### config.mk
export PLATFORM = sky130hd
export DESIGN_NAME = axi4l_regbank_flat
export DESIGN_NICKNAME = d
export VERILOG_FILES = /design/src/rtl/axi4l_regbank_if.sv /design/src/rtl/axi4l_regbank.sv /design/src/flat_wrapper.sv
export SDC_FILE = /design/constraint.sdc
export NUM_CORES = 1
export LEC_CHECK = 0
export CAP_MARGIN = 25
export CORE_ASPECT_RATIO = 1.1
export CORE_MARGIN = 3
export CORE_UTILIZATION = 43
export CTS_BUF_LIST = sky130_fd_sc_hd__clkbuf_4
export DETAILED_ROUTE_END_ITERATION = 6
export GPL_TIMING_DRIVEN = 0
export HOLD_SLACK_MARGIN = 0.12
export PLACE_DENSITY = 0.79
export RECOVER_POWER = 25
export SLEW_MARGIN = 20
export SYNTH_ARGS = -nofsm -noshare
export SYNTH_HDL_FRONTEND = slang
export SYNTH_SLANG_ARGS = --single-unit
### constraint.sdc
create_clock -name aclk -period 2.3 [get_ports aclk]
set_clock_uncertainty 0.2 [all_clocks]
set_input_delay 0.345 -clock aclk [delete_from_list [all_inputs] [get_ports aclk]]
set_output_delay 0.345 -clock aclk [all_outputs]
set_load 0.01 [all_outputs]
### src/rtl/axi4l_regbank_if.sv
// AXI4-Lite bus bundle between an interconnect master and the register bank slave.
interface axi4l_regbank_if #(
    parameter int unsigned ADDR_WIDTH = 12,
    parameter int unsigned DATA_WIDTH = 32
);
    logic [ADDR_WIDTH-1:0]   awaddr;
    logic [2:0]              awprot;
    logic                    awvalid;
    logic                    awready;
    logic [DATA_WIDTH-1:0]   wdata;
    logic [DATA_WIDTH/8-1:0] wstrb;
    logic                    wvalid;
    logic                    wready;
    logic [1:0]              bresp;
    logic                    bvalid;
    logic                    bready;
    logic [ADDR_WIDTH-1:0]   araddr;
    logic [2:0]              arprot;
    logic                    arvalid;
    logic                    arready;
    logic [DATA_WIDTH-1:0]   rdata;
    logic [1:0]              rresp;
    logic                    rvalid;
    logic                    rready;

    modport master (
        output awaddr, awprot, awvalid, wdata, wstrb, wvalid, bready,
        output araddr, arprot, arvalid, rready,
        input  awready, wready, bresp, bvalid, arready, rdata, rresp, rvalid
    );

    modport slave (
        input  awaddr, awprot, awvalid, wdata, wstrb, wvalid, bready,
        input  araddr, arprot, arvalid, rready,
        output awready, wready, bresp, bvalid, arready, rdata, rresp, rvalid
    );
endinterface

### src/rtl/axi4l_regbank.sv
// AXI4-Lite slave register bank: C_NUM_RW control registers followed by C_NUM_RO status
// registers in word order. Independent write and read FSMs, byte-strobe writes, per-register
// write/read pulses for side effects in the surrounding block.
module axi4l_regbank #(
    parameter int unsigned              C_ADDR_WIDTH = 12,
    parameter int unsigned              C_DATA_WIDTH = 32,
    parameter int unsigned              C_NUM_RW     = 4,
    parameter int unsigned              C_NUM_RO     = 4,
    parameter logic [C_DATA_WIDTH-1:0]  C_RW_INIT    = '0
) (
    input  logic                             aclk,
    input  logic                             aresetn,
    axi4l_regbank_if.slave                   s_axi,
    output logic [C_NUM_RW*C_DATA_WIDTH-1:0] rw_regs,
    output logic [C_NUM_RW-1:0]              rw_wr_pulse,
    input  logic [C_NUM_RO*C_DATA_WIDTH-1:0] ro_regs,
    output logic [C_NUM_RO-1:0]              ro_rd_pulse
);
    localparam int unsigned DW  = C_DATA_WIDTH;
    localparam int unsigned NB  = DW / 8;
    localparam int unsigned LSB = (DW == 64) ? 3 : 2;
    localparam int unsigned WW  = C_ADDR_WIDTH - LSB;

    localparam logic [1:0] RespOkay   = 2'b00;
    localparam logic [1:0] RespSlvErr = 2'b10;
    localparam logic [1:0] RespDecErr = 2'b11;

    if (!(DW == 32 || DW == 64)) begin : g_bad_dw
        $error("axi4l_regbank: C_DATA_WIDTH must be 32 or 64");
    end
    if (C_NUM_RW < 1 || C_NUM_RO < 1) begin : g_bad_num
        $error("axi4l_regbank: C_NUM_RW and C_NUM_RO must be at least 1");
    end
    if (C_NUM_RW + C_NUM_RO > (1 << WW)) begin : g_bad_map
        $error("axi4l_regbank: register map does not fit the address space");
    end

    typedef enum logic [2:0] {WrRst, WrIdle, WrAddr, WrData, WrResp} wr_state_e;
    typedef enum logic [1:0] {RdRst, RdIdle, RdResp} rd_state_e;

    // RW words answer OKAY, RO words SLVERR on write, everything past the map DECERR.
    function automatic logic [1:0] write_resp(input logic [WW-1:0] word);
        if (32'(word) < C_NUM_RW) begin
            return RespOkay;
        end else if (32'(word) < C_NUM_RW + C_NUM_RO) begin
            return RespSlvErr;
        end
        return RespDecErr;
    endfunction

    wr_state_e        wr_state;
    rd_state_e        rd_state;
    logic [WW-1:0]    aw_word_q;
    logic [DW-1:0]    wdata_q;
    logic [NB-1:0]    wstrb_q;
    logic [DW-1:0]    rw_q [C_NUM_RW];

    logic             aw_hs;
    logic             w_hs;
    logic             ar_hs;
    logic             wr_commit;
    logic [WW-1:0]    wr_word;
    logic [DW-1:0]    wr_data;
    logic [NB-1:0]    wr_strb;
    logic [DW-1:0]    rd_data;
    logic [1:0]       rd_resp;
    logic [C_NUM_RO-1:0] rd_pulse;

    logic unused_bits;
    assign unused_bits = ^{s_axi.awprot, s_axi.arprot,
                           s_axi.awaddr[LSB-1:0], s_axi.araddr[LSB-1:0]};

    assign aw_hs = s_axi.awvalid & s_axi.awready;
    assign w_hs  = s_axi.wvalid & s_axi.wready;
    assign ar_hs = s_axi.arvalid & s_axi.arready;

    // Select the address/data pair that completes on this edge, whichever beat came first.
    always_comb begin
        wr_commit = 1'b0;
        wr_word   = s_axi.awaddr[C_ADDR_WIDTH-1:LSB];
        wr_data   = s_axi.wdata;
        wr_strb   = s_axi.wstrb;
        case (wr_state)
            WrIdle: wr_commit = aw_hs & w_hs;
            WrAddr: begin
                wr_commit = w_hs;
                wr_word   = aw_word_q;
            end
            WrData: begin
                wr_commit = aw_hs;
                wr_data   = wdata_q;
                wr_strb   = wstrb_q;
            end
            default: ;
        endcase
    end

    // Write channel FSM; readies and B outputs are registered alongside the state.
    always_ff @(posedge aclk or negedge aresetn) begin
        if (!aresetn) begin
            wr_state      <= WrRst;
            s_axi.awready <= 1'b0;
            s_axi.wready  <= 1'b0;
            s_axi.bvalid  <= 1'b0;
            s_axi.bresp   <= RespOkay;
            aw_word_q     <= '0;
            wdata_q       <= '0;
            wstrb_q       <= '0;
        end else begin
            case (wr_state)
                WrRst: begin
                    wr_state      <= WrIdle;
                    s_axi.awready <= 1'b1;
                    s_axi.wready  <= 1'b1;
                end
                WrIdle: begin
                    if (aw_hs) aw_word_q <= s_axi.awaddr[C_ADDR_WIDTH-1:LSB];
                    if (w_hs) begin
                        wdata_q <= s_axi.wdata;
                        wstrb_q <= s_axi.wstrb;
                    end
                    if (wr_commit) begin
                        wr_state      <= WrResp;
                        s_axi.awready <= 1'b0;
                        s_axi.wready  <= 1'b0;
                        s_axi.bvalid  <= 1'b1;
                        s_axi.bresp   <= write_resp(wr_word);
                    end else if (aw_hs) begin
                        wr_state      <= WrAddr;
                        s_axi.awready <= 1'b0;
                    end else if (w_hs) begin
                        wr_state     <= WrData;
                        s_axi.wready <= 1'b0;
                    end
                end
                WrAddr, WrData: begin
                    if (wr_commit) begin
                        wr_state      <= WrResp;
                        s_axi.awready <= 1'b0;
                        s_axi.wready  <= 1'b0;
                        s_axi.bvalid  <= 1'b1;
                        s_axi.bresp   <= write_resp(wr_word);
                    end
                end
                WrResp: begin
                    if (s_axi.bready) begin
                        wr_state      <= WrIdle;
                        s_axi.bvalid  <= 1'b0;
                        s_axi.awready <= 1'b1;
                        s_axi.wready  <= 1'b1;
                    end
                end
                default: wr_state <= WrRst;
            endcase
        end
    end

    // Byte-lane update of the addressed RW register and its one-cycle write pulse.
    always_ff @(posedge aclk or negedge aresetn) begin
        if (!aresetn) begin
            for (int unsigned i = 0; i < C_NUM_RW; i++) rw_q[i] <= C_RW_INIT;
            rw_wr_pulse <= '0;
        end else begin
            rw_wr_pulse <= '0;
            if (wr_commit) begin
                for (int unsigned i = 0; i < C_NUM_RW; i++) begin
                    if (32'(wr_word) == i) begin
                        for (int unsigned k = 0; k < NB; k++) begin
                            if (wr_strb[k]) rw_q[i][8*k +: 8] <= wr_data[8*k +: 8];
                        end
                        rw_wr_pulse[i] <= |wr_strb;
                    end
                end
            end
        end
    end

    for (genvar g = 0; g < C_NUM_RW; g++) begin : g_rw_out
        assign rw_regs[g*DW +: DW] = rw_q[g];
    end

    // Read decode; rw_q holds the pre-write value on an edge that also commits a write.
    always_comb begin
        rd_data  = '0;
        rd_resp  = RespDecErr;
        rd_pulse = '0;
        for (int unsigned i = 0; i < C_NUM_RW; i++) begin
            if (32'(s_axi.araddr[C_ADDR_WIDTH-1:LSB]) == i) begin
                rd_data = rw_q[i];
                rd_resp = RespOkay;
            end
        end
        for (int unsigned j = 0; j < C_NUM_RO; j++) begin
            if (32'(s_axi.araddr[C_ADDR_WIDTH-1:LSB]) == C_NUM_RW + j) begin
                rd_data     = ro_regs[j*DW +: DW];
                rd_resp     = RespOkay;
                rd_pulse[j] = 1'b1;
            end
        end
    end

    // Read channel FSM; R payload captured at the AR handshake and held until accepted.
    always_ff @(posedge aclk or negedge aresetn) begin
        if (!aresetn) begin
            rd_state      <= RdRst;
            s_axi.arready <= 1'b0;
            s_axi.rvalid  <= 1'b0;
            s_axi.rdata   <= '0;
            s_axi.rresp   <= RespOkay;
            ro_rd_pulse   <= '0;
        end else begin
            ro_rd_pulse <= '0;
            case (rd_state)
                RdRst: begin
                    rd_state      <= RdIdle;
                    s_axi.arready <= 1'b1;
                end
                RdIdle: begin
                    if (ar_hs) begin
                        rd_state      <= RdResp;
                        s_axi.arready <= 1'b0;
                        s_axi.rvalid  <= 1'b1;
                        s_axi.rdata   <= rd_data;
                        s_axi.rresp   <= rd_resp;
                        ro_rd_pulse   <= rd_pulse;
                    end
                end
                RdResp: begin
                    if (s_axi.rready) begin
                        rd_state      <= RdIdle;
                        s_axi.rvalid  <= 1'b0;
                        s_axi.arready <= 1'b1;
                    end
                end
                default: rd_state <= RdRst;
            endcase
        end
    end
endmodule

### src/flat_wrapper.sv
// flat-port wrapper written by rule: the top's interface ports become plain ports
module axi4l_regbank_flat 
#(
    parameter int unsigned              C_ADDR_WIDTH = 12,
    parameter int unsigned              C_DATA_WIDTH = 32,
    parameter int unsigned              C_NUM_RW     = 4,
    parameter int unsigned              C_NUM_RO     = 4,
    parameter logic [C_DATA_WIDTH-1:0]  C_RW_INIT    = '0
)
  (aclk, aresetn, rw_regs, rw_wr_pulse, ro_regs, ro_rd_pulse, s_axi_awaddr, s_axi_awprot, s_axi_awvalid, s_axi_wdata, s_axi_wstrb, s_axi_wvalid, s_axi_bready, s_axi_araddr, s_axi_arprot, s_axi_arvalid, s_axi_rready, s_axi_awready, s_axi_wready, s_axi_bresp, s_axi_bvalid, s_axi_arready, s_axi_rdata, s_axi_rresp, s_axi_rvalid);
  axi4l_regbank_if #(.ADDR_WIDTH((12)), .DATA_WIDTH((32))) s_axi_i ();
  input  logic aclk;
  input  logic aresetn;
  output logic [C_NUM_RW*C_DATA_WIDTH-1:0] rw_regs;
  output logic [C_NUM_RW-1:0] rw_wr_pulse;
  input  logic [C_NUM_RO*C_DATA_WIDTH-1:0] ro_regs;
  output logic [C_NUM_RO-1:0] ro_rd_pulse;
  input wire logic [$bits(s_axi_i.awaddr)-1:0] s_axi_awaddr;
  input wire logic [$bits(s_axi_i.awprot)-1:0] s_axi_awprot;
  input wire logic [$bits(s_axi_i.awvalid)-1:0] s_axi_awvalid;
  input wire logic [$bits(s_axi_i.wdata)-1:0] s_axi_wdata;
  input wire logic [$bits(s_axi_i.wstrb)-1:0] s_axi_wstrb;
  input wire logic [$bits(s_axi_i.wvalid)-1:0] s_axi_wvalid;
  input wire logic [$bits(s_axi_i.bready)-1:0] s_axi_bready;
  input wire logic [$bits(s_axi_i.araddr)-1:0] s_axi_araddr;
  input wire logic [$bits(s_axi_i.arprot)-1:0] s_axi_arprot;
  input wire logic [$bits(s_axi_i.arvalid)-1:0] s_axi_arvalid;
  input wire logic [$bits(s_axi_i.rready)-1:0] s_axi_rready;
  output wire logic [$bits(s_axi_i.awready)-1:0] s_axi_awready;
  output wire logic [$bits(s_axi_i.wready)-1:0] s_axi_wready;
  output wire logic [$bits(s_axi_i.bresp)-1:0] s_axi_bresp;
  output wire logic [$bits(s_axi_i.bvalid)-1:0] s_axi_bvalid;
  output wire logic [$bits(s_axi_i.arready)-1:0] s_axi_arready;
  output wire logic [$bits(s_axi_i.rdata)-1:0] s_axi_rdata;
  output wire logic [$bits(s_axi_i.rresp)-1:0] s_axi_rresp;
  output wire logic [$bits(s_axi_i.rvalid)-1:0] s_axi_rvalid;
  assign s_axi_i.awaddr = s_axi_awaddr;
  assign s_axi_i.awprot = s_axi_awprot;
  assign s_axi_i.awvalid = s_axi_awvalid;
  assign s_axi_i.wdata = s_axi_wdata;
  assign s_axi_i.wstrb = s_axi_wstrb;
  assign s_axi_i.wvalid = s_axi_wvalid;
  assign s_axi_i.bready = s_axi_bready;
  assign s_axi_i.araddr = s_axi_araddr;
  assign s_axi_i.arprot = s_axi_arprot;
  assign s_axi_i.arvalid = s_axi_arvalid;
  assign s_axi_i.rready = s_axi_rready;
  assign s_axi_awready = s_axi_i.awready;
  assign s_axi_wready = s_axi_i.wready;
  assign s_axi_bresp = s_axi_i.bresp;
  assign s_axi_bvalid = s_axi_i.bvalid;
  assign s_axi_arready = s_axi_i.arready;
  assign s_axi_rdata = s_axi_i.rdata;
  assign s_axi_rresp = s_axi_i.rresp;
  assign s_axi_rvalid = s_axi_i.rvalid;
  axi4l_regbank #(.C_ADDR_WIDTH(C_ADDR_WIDTH), .C_DATA_WIDTH(C_DATA_WIDTH), .C_NUM_RW(C_NUM_RW), .C_NUM_RO(C_NUM_RO), .C_RW_INIT(C_RW_INIT)) u_core (.aclk(aclk), .aresetn(aresetn), .s_axi(s_axi_i), .rw_regs(rw_regs), .rw_wr_pulse(rw_wr_pulse), .ro_regs(ro_regs), .ro_rd_pulse(ro_rd_pulse));
endmodule
[Yosys cells after proc, flatten, opt, wreduce, memory -nomap -nowiden]
Cells that the tools add are included.
Cells by class
  order comparisons: 2
  equality and inequality tests: 26
  reductions and logical operators: 39
  multiplexer cells: 70
  bitwise logic cells: 4
Operators with widths (number)
  32-bit two-way mux: 9
  3-bit AND reduction: 21
  10-bit by 2-bit equality test with 1-bit output, second input constant: 4
  10-bit by 3-bit equality test with 1-bit output, second input constant: 4
  2-bit two-way mux: 16
  1-bit two-way mux: 26
  10-bit by 1-bit equality test with 1-bit output, second input constant: 2
  10-bit logical NOT: 2
  4-bit two-way mux: 4
  3-bit two-way mux: 5
  3-bit case mux with 4 select lines: 1
  10-bit by 3-bit < comparator with 1-bit output, second input constant: 1
  10-bit by 4-bit < comparator with 1-bit output, second input constant: 1
  10-bit two-way mux: 1
  2-bit by 1-bit inequality test with 1-bit output, second input constant: 4
  1-bit case mux with 4 select lines: 2
  2-bit AND reduction: 4
  3-bit by 2-bit equality test with 1-bit output, second input constant: 2
  3-bit by 1-bit inequality test with 1-bit output, second input constant: 2
  1-bit case mux with 3 select lines: 2
  2-bit case mux with 3 select lines: 1
  2-bit nonzero test: 3
  5-bit AND reduction: 1
  1-bit bitwise AND: 4
  17 further kinds: 19
Storage, ports and cells
  bits in registers: 228
  bits of input ports: 201
  output and inout bits: 177

[Longest topological paths before layout]
Gate-level depths: netlist of the first run.
  depth after elaboration: 10
  mapped depth: 9
  depth with buffers taken out: 6

[Worst setup path before layout of the first run]
Ideal clock, no wire load.
  kind: reg2reg
  start point: register u_core.wr_state[0]
  end point: register u_core.rw_q (netlist bit u_core.rw_regs[117])
  setup slack: -0.233 ns
  arrival: 2.209 ns
  cell stages (with the launch flop): 8
  path through: dfrtp_1 > buf_4 > nor3b_4 > mux2i_1 > o2111ai_4 > buf_6 > nand2_1 > o21ai_2
Between the ends
  longest elaborated chain between the ends: 4
  elaborated cells between the ends (all ways): 9
  those cells by class: eq/ne (4); mux (4); reduce/logical (1)
Ends and longest elaborated chain
  start, declared: RTL line axi4l_regbank.sv:51  | wr_state_e wr_state;
  start signal, assigned: RTL line axi4l_regbank.sv:101  | wr_state <= WrRst;
  start signal, assigned: RTL line axi4l_regbank.sv:112  | wr_state <= WrIdle;
  start signal, assigned: RTL line axi4l_regbank.sv:123  | wr_state <= WrResp;
  3-bit by 2-bit equality test with 1-bit output: RTL line axi4l_regbank.sv:83  | case (wr_state)
  10-bit two-way mux: RTL line axi4l_regbank.sv:83
  10-bit by 2-bit equality test with 1-bit output: RTL line axi4l_regbank.sv:167  | if (32'(wr_word) == i) begin
  3-bit AND reduction (no line)
  end signal, assigned by index: RTL line axi4l_regbank.sv:169  | if (wr_strb[k]) rw_q[i][8*k +: 8] <= wr_data[8*k +: 8];
  end, declared: RTL line axi4l_regbank.sv:56  | logic [DW-1:0] rw_q [C_NUM_RW];
Parallel ways exist; a longest one is shown, timed or not.
A chain may end at the register's enable or synchronous reset.

[Worst setup path in the final report of the first run]
  start point: register u_core.wr_state[2]
  end point: register u_core.rw_q (netlist bit u_core.rw_regs[120])
The elaborated chain is that of the path after synthesis.

==> summary.md, run 1 <==
| Metric | Value |
|---|---|
| Library cell with the largest summed area after synthesis | `sky130_fd_sc_hd__dfrtp_1` |
| Vias | `11700` |
| Classification of the worst-slack hold path | `primary input to flop` |
| CTS root buf | `sky130_fd_sc_hd__clkbuf_4` |
| Delay of the slowest cell on the worst path | `370 ps` |
| Count of distinct cell types in the synthesized netlist | `51` |
| Total global routing overflow | `0` |
| Post-CTS clock slew at the launch and capture registers of the worst setup and hold paths | `60 ps` |
| Detailed-router iteration count before antenna repair | `5` |
| Arrival @ worst endpoint | `2730 ps` |
| # IOs | `378` |
| Mean Syn Cell Area | `10.9 um^2` |
| Routability Congestion | `0.904` |
| Kind of start point of the critical path | `flop` |
| Post-route antenna net violation count | `0` |
| Net count after synthesis | `1217` |
| Endpoint class of the critical path | `flop` |
| Flip-flop cell with the highest count after synthesis | `sky130_fd_sc_hd__dfrtp_1` |
| Maximum count of clock buffers along a single path | `3` |
| Area of the mapped netlist | `11100 um^2` |
| Post-route design area | `18300 um^2` |
| Total power | `0.0102 W` |
| Post-synth EDFFs | `0` |
| Final Instance Count excl. Fillers | `1963` |
| Register area share after synthesis | `51.4%` |
| Critical-path maximum fanout | `5` |
| Clk sink count | `227` |
| Die height | `174 um` |
| Slew of the pin with the lowest slew margin | `1060 ps` |
| Result of the run | `finished, violations left` |
| Initial standard-cell utilization of the core | `44.5%` |
| Slew Limit Headroom | `29.5%` |
| Die Width | `159 um` |
| Count of state elements after synthesis | `227` |
| GRT Overall Usage | `32.8%` |
| Post-layout minimum cycle time | `2390 ps` |
| Slowest stage cell, crit path | `sky130_fd_sc_hd__dfrtp_1` |
| Initial antenna violation count | `2` |
| Power density relative to cell area | `557 nW/um^2` |
| Number of fill cells | `1630` |
| Share of Yosys cell area claimed by the top area cell type | `51.4%` |
| Unrepaired setup endpoints after global routing | `true` |
| Post-route setup slack | `-94.8 ps` |
| Violated checks | `setup timing` |
| Site Rows | `60` |
| Area used by multi-input combinational logic | `5670 um^2` |
| Total Nets Final | `1782` |
| Worst path top cell family by delay | `buffers and inverters` |
| Global-route wire length before repair | `70800 um` |
| Sequential cell area in the final layout | `5680 um^2` |
| Leading post-synthesis cells by cell area | `sky130_fd_sc_hd__dfrtp_1 (51%), sky130_fd_sc_hd__mux2_2 (8.5%), sky130_fd_sc_hd__o21ai_0 (7.2%), sky130_fd_sc_hd__mux2i_1 (6.1%), sky130_fd_sc_hd__nand2_1 (4.7%)` |
| CTS tree | `yes` |
| Detailed router's first-iteration violation count | `1005` |
| Required time of the worst setup path | `2640 ps` |
| Largest net degree at the start of global routing | `87` |
| Via count of the first global-routing pass | `11700` |
| Synthesis-to-layout area growth | `65.5%` |
| Floorplan Core Area | `24800 um^2` |
| Post-detailed-placement half-perimeter wirelength | `32100 um` |
| Clock network latency to the later pin of the worst-skew pair | `700 ps` |
| Total placed cells including tap cells | `1723` |
| Worst voltage drop across the vdd grid | `0.000387 V` |
| Highest-utilization routing layer at the global route stage | `met2` |
| Share of the clock period used by the worst path after layout | `104%` |
| Share of final-layout standard cells stronger than drive strength 1 | `29.7%` |
| Critical path buffer and inverter count | `5` |
| Grt met3 use | `9.65%` |
| Most repeated library cell on the critical path | `sky130_fd_sc_hd__buf_12` |
| Max-slew violation count | `0` |
| Share of synthesized flip-flops with an asynchronous set or reset | `100%` |
| Met2 track demand over resource in global routing | `55.4%` |
| Chain of cells forming the critical path | `buf_6, nor3b_4, buf_12, and4b_2, clkbuf_16, buf_12, o2111ai_4, buf_8, nand2_1, o21ai_1` |
| Setup violators final | `59` |
| Placed Instance Area | `15200 um^2` |
| YS warnings | `0` |
| Residual DRC count | `0` |
| WL per Instance | `25.3 um` |
| Total die area | `27700 um^2` |
| FMAX | `418 MHz` |
| Dominant cell by count in the synthesized netlist | `sky130_fd_sc_hd__dfrtp_1` |
| Final wirelength | `49600 um` |
| Cts bufs inserted | `58` |
| Post-synthesis instance total | `1016` |
| Reported max-cap violation count | `0` |
| CTS H-Tree Depth | `2` |
| Number of failing hold endpoints at the final stage | `0` |
| Top cell types by occurrence after synthesis | `sky130_fd_sc_hd__dfrtp_1 (227), sky130_fd_sc_hd__o21ai_0 (160), sky130_fd_sc_hd__nand2_1 (139), sky130_fd_sc_hd__mux2_2 (83), sky130_fd_sc_hd__mux2i_1 (67)` |
| Count of port buffers added during placement | `364` |
| Met1 Use GR | `39.0%` |
| Critical path class | `flop to flop` |
| Static Leak | `7.85 nW` |
| Average via count per standard cell | `5.96` |
-- flip-flops by register name (all words and copies together), names as in the netlist, 3 cells and up --
register	count
u_core.wr_state	3
u_core.wstrb_q	4
u_core.rw_regs	128
u_core.rw_wr_pulse	4
u_core.aw_word_q	10
u_core.wdata_q	32
u_core.s_axi.rdata	32
u_core.ro_rd_pulse	4
-- routing by layer --
layer | routed length, um | part of all wire [%]
met5 | 13 | 0.026
met2 | 24200 | 49
met1 | 18400 | 37
met3 | 4210 | 8.5
met4 | 2790 | 5.6
-- repair_timing --
action,CTS,global route
gates resized for setup,115,254
endpoints found under the setup margin,202,198
hold buffers,65,0
endpoints found under the hold margin,292,0
buffers inserted,36,23
gates cloned,10,8
pin swaps,12,42
-- worst paths after layout --
kind	startpoint	to	depth (start not counted)	slack [ps]
max	u_core.wr_state[2]	u_core.rw_regs[120]	10	-90
min	s_axi_wdata[5]	u_core.wdata_q[5]	2	140
max reg2reg	u_core.wr_state[2]	u_core.rw_regs[120]	10	-90
min reg2reg	u_core.s_axi.rdata[5]	u_core.s_axi.rdata[5]	2	290
max in group asynchronous	aresetn	u_core.s_axi.awready	4	170
min in group asynchronous	aresetn	u_core.s_axi.rdata[13]	3	730
-- metrics by stage --
step | worst slack (ps) | setup TNS, ps | hold WS, ps | utilization (%)
finish | -94.8 | -2050 | 142 | 73.6
detailed placement | -1460 | -169320 | 127 | 61.2
floorplan | -96.6 | -5810 | -151 | -
CTS | -47.5 | -265 | 122 | 70.4
global route | -188 | -9330 | 114 | 73.6
global placement | -8910 | -2177810 | 267 | 61.0
-- power by group --
| part | switching, W | internal [W] | total (W) |
|---|---|---|---|
| clock network | 0.00171 | 0.00157 | 0.00328 |
| registers | 0.000207 | 0.00429 | 0.00450 |
| logic | 0.00103 | 0.00138 | 0.00241 |
| total | 0.00295 | 0.00723 | 0.0102 |
-- kinds of logic (layout without fill, tap and decap cells) --
logic type	after synthesis	after routing	share of synthesized area, %
AO/OA/AOI/OAI	318	318	20.0
AND/OR/NAND/NOR	234	234	9.89
flip-flops	227	227	51.4
multiplexers	153	153	15.1
buffers and inverters	84	689	3.55
other	0	1	0
-- placed cells by master, fill, tap and decap left out, types with 4 or more instances in the layout --
cell / n
sky130_fd_sc_hd__mux2i_2: 14
sky130_fd_sc_hd__clkbuf_2: 11
sky130_fd_sc_hd__o221a_2: 29
sky130_fd_sc_hd__o21ai_0: 81
sky130_fd_sc_hd__mux2i_4: 4
sky130_fd_sc_hd__nand2_2: 48
sky130_fd_sc_hd__a21oi_1: 8
sky130_fd_sc_hd__nor2_1: 14
sky130_fd_sc_hd__mux2_2: 80
sky130_fd_sc_hd__dlymetal6s2s_1: 12
sky130_fd_sc_hd__buf_6: 46
sky130_fd_sc_hd__nand2_4: 8
sky130_fd_sc_hd__nand2b_1: 11
sky130_fd_sc_hd__dfrtp_1: 225
sky130_fd_sc_hd__clkdlybuf4s50_1: 348
sky130_fd_sc_hd__buf_2: 9
sky130_fd_sc_hd__nand3_1: 33
sky130_fd_sc_hd__buf_16: 4
sky130_fd_sc_hd__buf_12: 13
sky130_fd_sc_hd__buf_4: 36
sky130_fd_sc_hd__nand2_1: 83
sky130_fd_sc_hd__mux2i_1: 49
sky130_fd_sc_hd__o221ai_1: 29
sky130_fd_sc_hd__inv_1: 5
sky130_fd_sc_hd__o211ai_1: 30
sky130_fd_sc_hd__o21ai_2: 44
sky130_fd_sc_hd__o21ai_1: 67
sky130_fd_sc_hd__clkbuf_1: 27
sky130_fd_sc_hd__nor3_1: 4
sky130_fd_sc_hd__clkbuf_4: 82
sky130_fd_sc_hd__clkinv_1: 19
sky130_fd_sc_hd__dlygate4sd3_1: 66
sky130_fd_sc_hd__o2111ai_4: 16
-- cell type report --
type / count / area share [%]
flip-flops and latches: 227 / 31.1
repair buffers: 508 / 28.9
multi-input cells: 705 / 31.0
clock buffers: 78 / 3.20
diodes: 1 / 0.0137
inverters: 5 / 0.103
plain buffers: 76 / 2.92
clock inverters: 22 / 0.472
well taps: 341 / 2.33
No activity file was read; power rests on OpenSTA's default activity.
==> run 2: changes to the inputs <==
- ABC_CLOCK_PERIOD_IN_PS: not set -> 2300
- REMOVE_ABC_BUFFERS: not set -> 1
==> run 2 against run 1 <==
Compared with the run above: flip-flop and latch count did not move; critical path depth fell by 3; critical path type unchanged; the flow now finishes without violations; sequential power barely moved; die area did not move; worst hold slack improved by 38 ps; combinational power barely moved; first-iteration DRC count fell by 30%; final area fell by 2.8%; final cell count fell by 3.2%; wire length fell by 15%; clock power rose by 2%; critical endpoint is now u_core.rw_regs[3]; highest routed layer unchanged; setup slack improved by 120 ps.
==> summary.md, run 2 (same netlist as run 1, synthesis figures left out) <==
| Metric | Value |
|---|---|
| Result of the run | `finished, final reports clean` |
| Reg-to-reg endpoint | `u_core.rw_regs[3]` |
| Post-CTS clock slew at the launch and capture registers of the worst setup and hold paths | `70 ps (about the same)` |
| Count of port buffers added during placement | `367 (+0.82%)` |
| Residual DRC count | `0 (unchanged)` |
| Number of flip-flops in the largest register | `128 (unchanged)` |
| Static Leak | `7.44 nW (-5.2%)` |
| Worst voltage drop across the vdd grid | `0.000357 V (-8.0%)` |
| Final wirelength | `42400 um (-15%)` |
| Startpoint of the worst hold path | `ro_regs[68]` |
| Power density relative to cell area | `577 nW/um^2 (+3.7%)` |
| Global-route wire length before repair | `65000 um (-8.1%)` |
| Required time of the worst setup path | `2600 ps (-40 ps)` |
| Routability Congestion | `0.842 (-6.8%)` |
| Total global routing overflow | `0 (unchanged)` |
| Max-slew violation count | `0 (unchanged)` |
| Chain of cells forming the critical path | `buf_4, nand3b_1, buf_4, buf_8, buf_8, mux2i_1, o21ai_0` |
| Number of fill cells | `1805 (+11%)` |
| Final Util | `71.6% (-2.0 points)` |
| Met2 track demand over resource in global routing | `51.2% (-4.3 points)` |
| WL per Instance | `22.3 um (-12%)` |
| Critical-path maximum fanout | `9 (+4)` |
| # IOs | `378 (unchanged)` |
| Total placed cells including tap cells | `1665 (-3.4%)` |
| Clk sink count | `227 (unchanged)` |
| Floorplan Core Area | `24800 um^2 (unchanged)` |
| Share of final-layout standard cells stronger than drive strength 1 | `23.1% (-6.6 points)` |
| Final Instance Count excl. Fillers | `1900 (-3.2%)` |
| Post-route antenna net violation count | `0 (unchanged)` |
| Delay of the slowest cell on the worst path | `420 ps (+50 ps)` |
| Highest-utilization routing layer at the global route stage | `met2` |
| Clock network latency to the later pin of the worst-skew pair | `670 ps (-30 ps)` |
| Detailed router's first-iteration violation count | `702 (-30%)` |
| Sequential cell area in the final layout | `5690 um^2 (+0.13%)` |
| Total die area | `27700 um^2 (unchanged)` |
| Commonest non-fill, non-tap cell in the layout | `sky130_fd_sc_hd__clkdlybuf4s50_1` |
| CTS H-Tree Depth | `2 (unchanged)` |
| Die height | `174 um (unchanged)` |
| Post-detailed-placement half-perimeter wirelength | `26000 um (-19%)` |
| Reported max-cap violation count | `0 (unchanged)` |
| Slew Limit Headroom | `61.8% (+32 points)` |
| Number of failing hold endpoints at the final stage | `0 (unchanged)` |
| Largest net degree at the start of global routing | `100 (+15%)` |
| Post-layout minimum cycle time | `2280 ps (-116 ps)` |
| Synthesis-to-layout area growth | `60.9%` |
| Worst path top cell family by delay | `buffers and inverters` |
| Arrival @ worst endpoint | `2580 ps (-150 ps)` |
| Setup violators final | `0 (-100%)` |
| Die Width | `159 um (unchanged)` |
| Slowest stage cell, crit path | `sky130_fd_sc_hd__dfrtp_2` |
| Worst r2r path cells | `7 (-3)` |
| Total Nets Final | `1723 (-3.3%)` |
| Unrepaired setup endpoints after global routing | `true` |
| Area used by multi-input combinational logic | `5510 um^2 (-2.8%)` |
| FMAX | `439 MHz (+5.1%)` |
| Setup slack on the worst flop-to-flop path | `20 ps (+120 ps)` |
| Worst path depth | `7 (-3)` |
| Slew of the pin with the lowest slew margin | `573 ps (-485 ps)` |
| Critical path class | `flop to flop` |
| Worst Setup EP | `u_core.rw_regs[3]` |
| Endpoint class of the critical path | `flop` |
| Commonest cells after routing, fill and taps aside | `sky130_fd_sc_hd__clkdlybuf4s50_1 (362), sky130_fd_sc_hd__dfrtp_1 (219), sky130_fd_sc_hd__o21ai_0 (150), sky130_fd_sc_hd__nand2_1 (139), sky130_fd_sc_hd__clkbuf_4 (90)` |
| Share of the clock period used by the worst path after layout | `99.1% (-5.0 points)` |
| Initial antenna violation count | `2 (unchanged)` |
| Reg-to-reg critical path startpoint | `u_core.wr_state[1]` |
| Met1 Use GR | `36.0% (-3.0 points)` |
| Classification of the worst-slack hold path | `primary input to flop` |
| CTS root buf | `sky130_fd_sc_hd__clkbuf_4` |
| Initial standard-cell utilization of the core | `44.5% (unchanged)` |
| Via count of the first global-routing pass | `11200 (-4.5%)` |
| Critical path buffer and inverter count | `4 (-1)` |
| Cts bufs inserted | `59 (+1.7%)` |
| Start point of the critical path | `u_core.wr_state[1]` |
| GRT Overall Usage | `29.6% (-3.2 points)` |
| Grt met3 use | `6.96% (-2.7 points)` |
| Kind of start point of the critical path | `flop` |
| Detailed-router iteration count before antenna repair | `5 (unchanged)` |
| Vias | `10800 (-7.6%)` |
| Maximum count of clock buffers along a single path | `3 (unchanged)` |
| Average via count per standard cell | `5.69 (-4.5%)` |
| CTS tree | `yes` |
| Site Rows | `60 (unchanged)` |
## run 2: changes by cell type in the layout (fill, tap and decap cells not counted), sizes merged
cell           previous run  this run
buf                     110        77
clkbuf                  124        92
clkinv                   22         7
clkdlybuf4s50           348       362
dlymetal6s2s             12         0
dlygate4sd3              66        73
o2111ai                  16        22
or2                       3         5
and4b                     2         3
dlygate4sd2               2         1
## run 2: stage by stage
step           power [W]  cell area (um^2)  setup TNS, ps  setup WS, ps  hold WS (ps)
2_1_floorplan    0.00540             10700        -275930         -2030          -151
3_3_place_gp     0.00664             14800       -2687810         -9030           272
3_5_place_dp     0.00672             15200        -138620          -972           120
4_1_cts           0.0103             17500              0          5.67           121
5_1_grt           0.0107             17800           -267         -82.9           122
6_report          0.0103             17800              0          20.8           180
## run 2: layout make-up
cell class                      count  share of cell area [%]
Sequential cell                   227                    32.0
Inverter                            5                   0.106
Multi-Input combinational cell    714                    31.0
Clock buffer                       90                    3.80
Clock inverter                      7                   0.148
Timing Repair Buffer              515                    30.6
Antenna cell                        1                  0.0141
Tap cell                          341                    2.40
## run 2: worst min path at each step
stage                                   endpoint  cells after the start
final                      u_core.s_axi.rdata[4]                      4
after global routing         u_core.aw_word_q[6]                      2
after CTS                 u_core.s_axi.rdata[29]                      2
after detailed placement  u_core.s_axi.rdata[19]                      1
after global placement     u_core.s_axi.rdata[5]                      2
after floorplan              u_core.aw_word_q[0]                      0
## run 2: repair_timing
| item | in CTS | in global routing |
|---|---|---|
| pin swaps | 19 | 9 |
| resized for setup | 48 | 25 |
| cloned | 9 | 2 |
| buffers inserted | 35 | 19 |
| hold buffers | 69 | 3 |
| hold endpoints to repair | 295 | 3 |
| endpoints found under the setup margin | 185 | 148 |
## run 2: worst register-to-register path: cells and delay by family, from the launching register on
| kind | cells | cell delay [ps] |
|---|---|---|
| buffers and inverters | 4 | 680 |
| flip-flops | 1 | 420 |
| multiplexers | 1 | 410 |
| AND/OR/NAND/NOR | 1 | 260 |
| AO/OA/AOI/OAI | 1 | 160 |
## run 2: report_power, final
part / internal (W) / switching [W]
clock: 0.00175 / 0.00161
sequential: 0.00430 / 0.000212
combinational: 0.00141 / 0.000985
## run 2: per-layer routing
layer / share of wire [%] / wire length, um
met5: 0.031 / 13
met4: 4.2 / 1780
met2: 50 / 21100
met1: 39 / 16400
met3: 7.4 / 3120
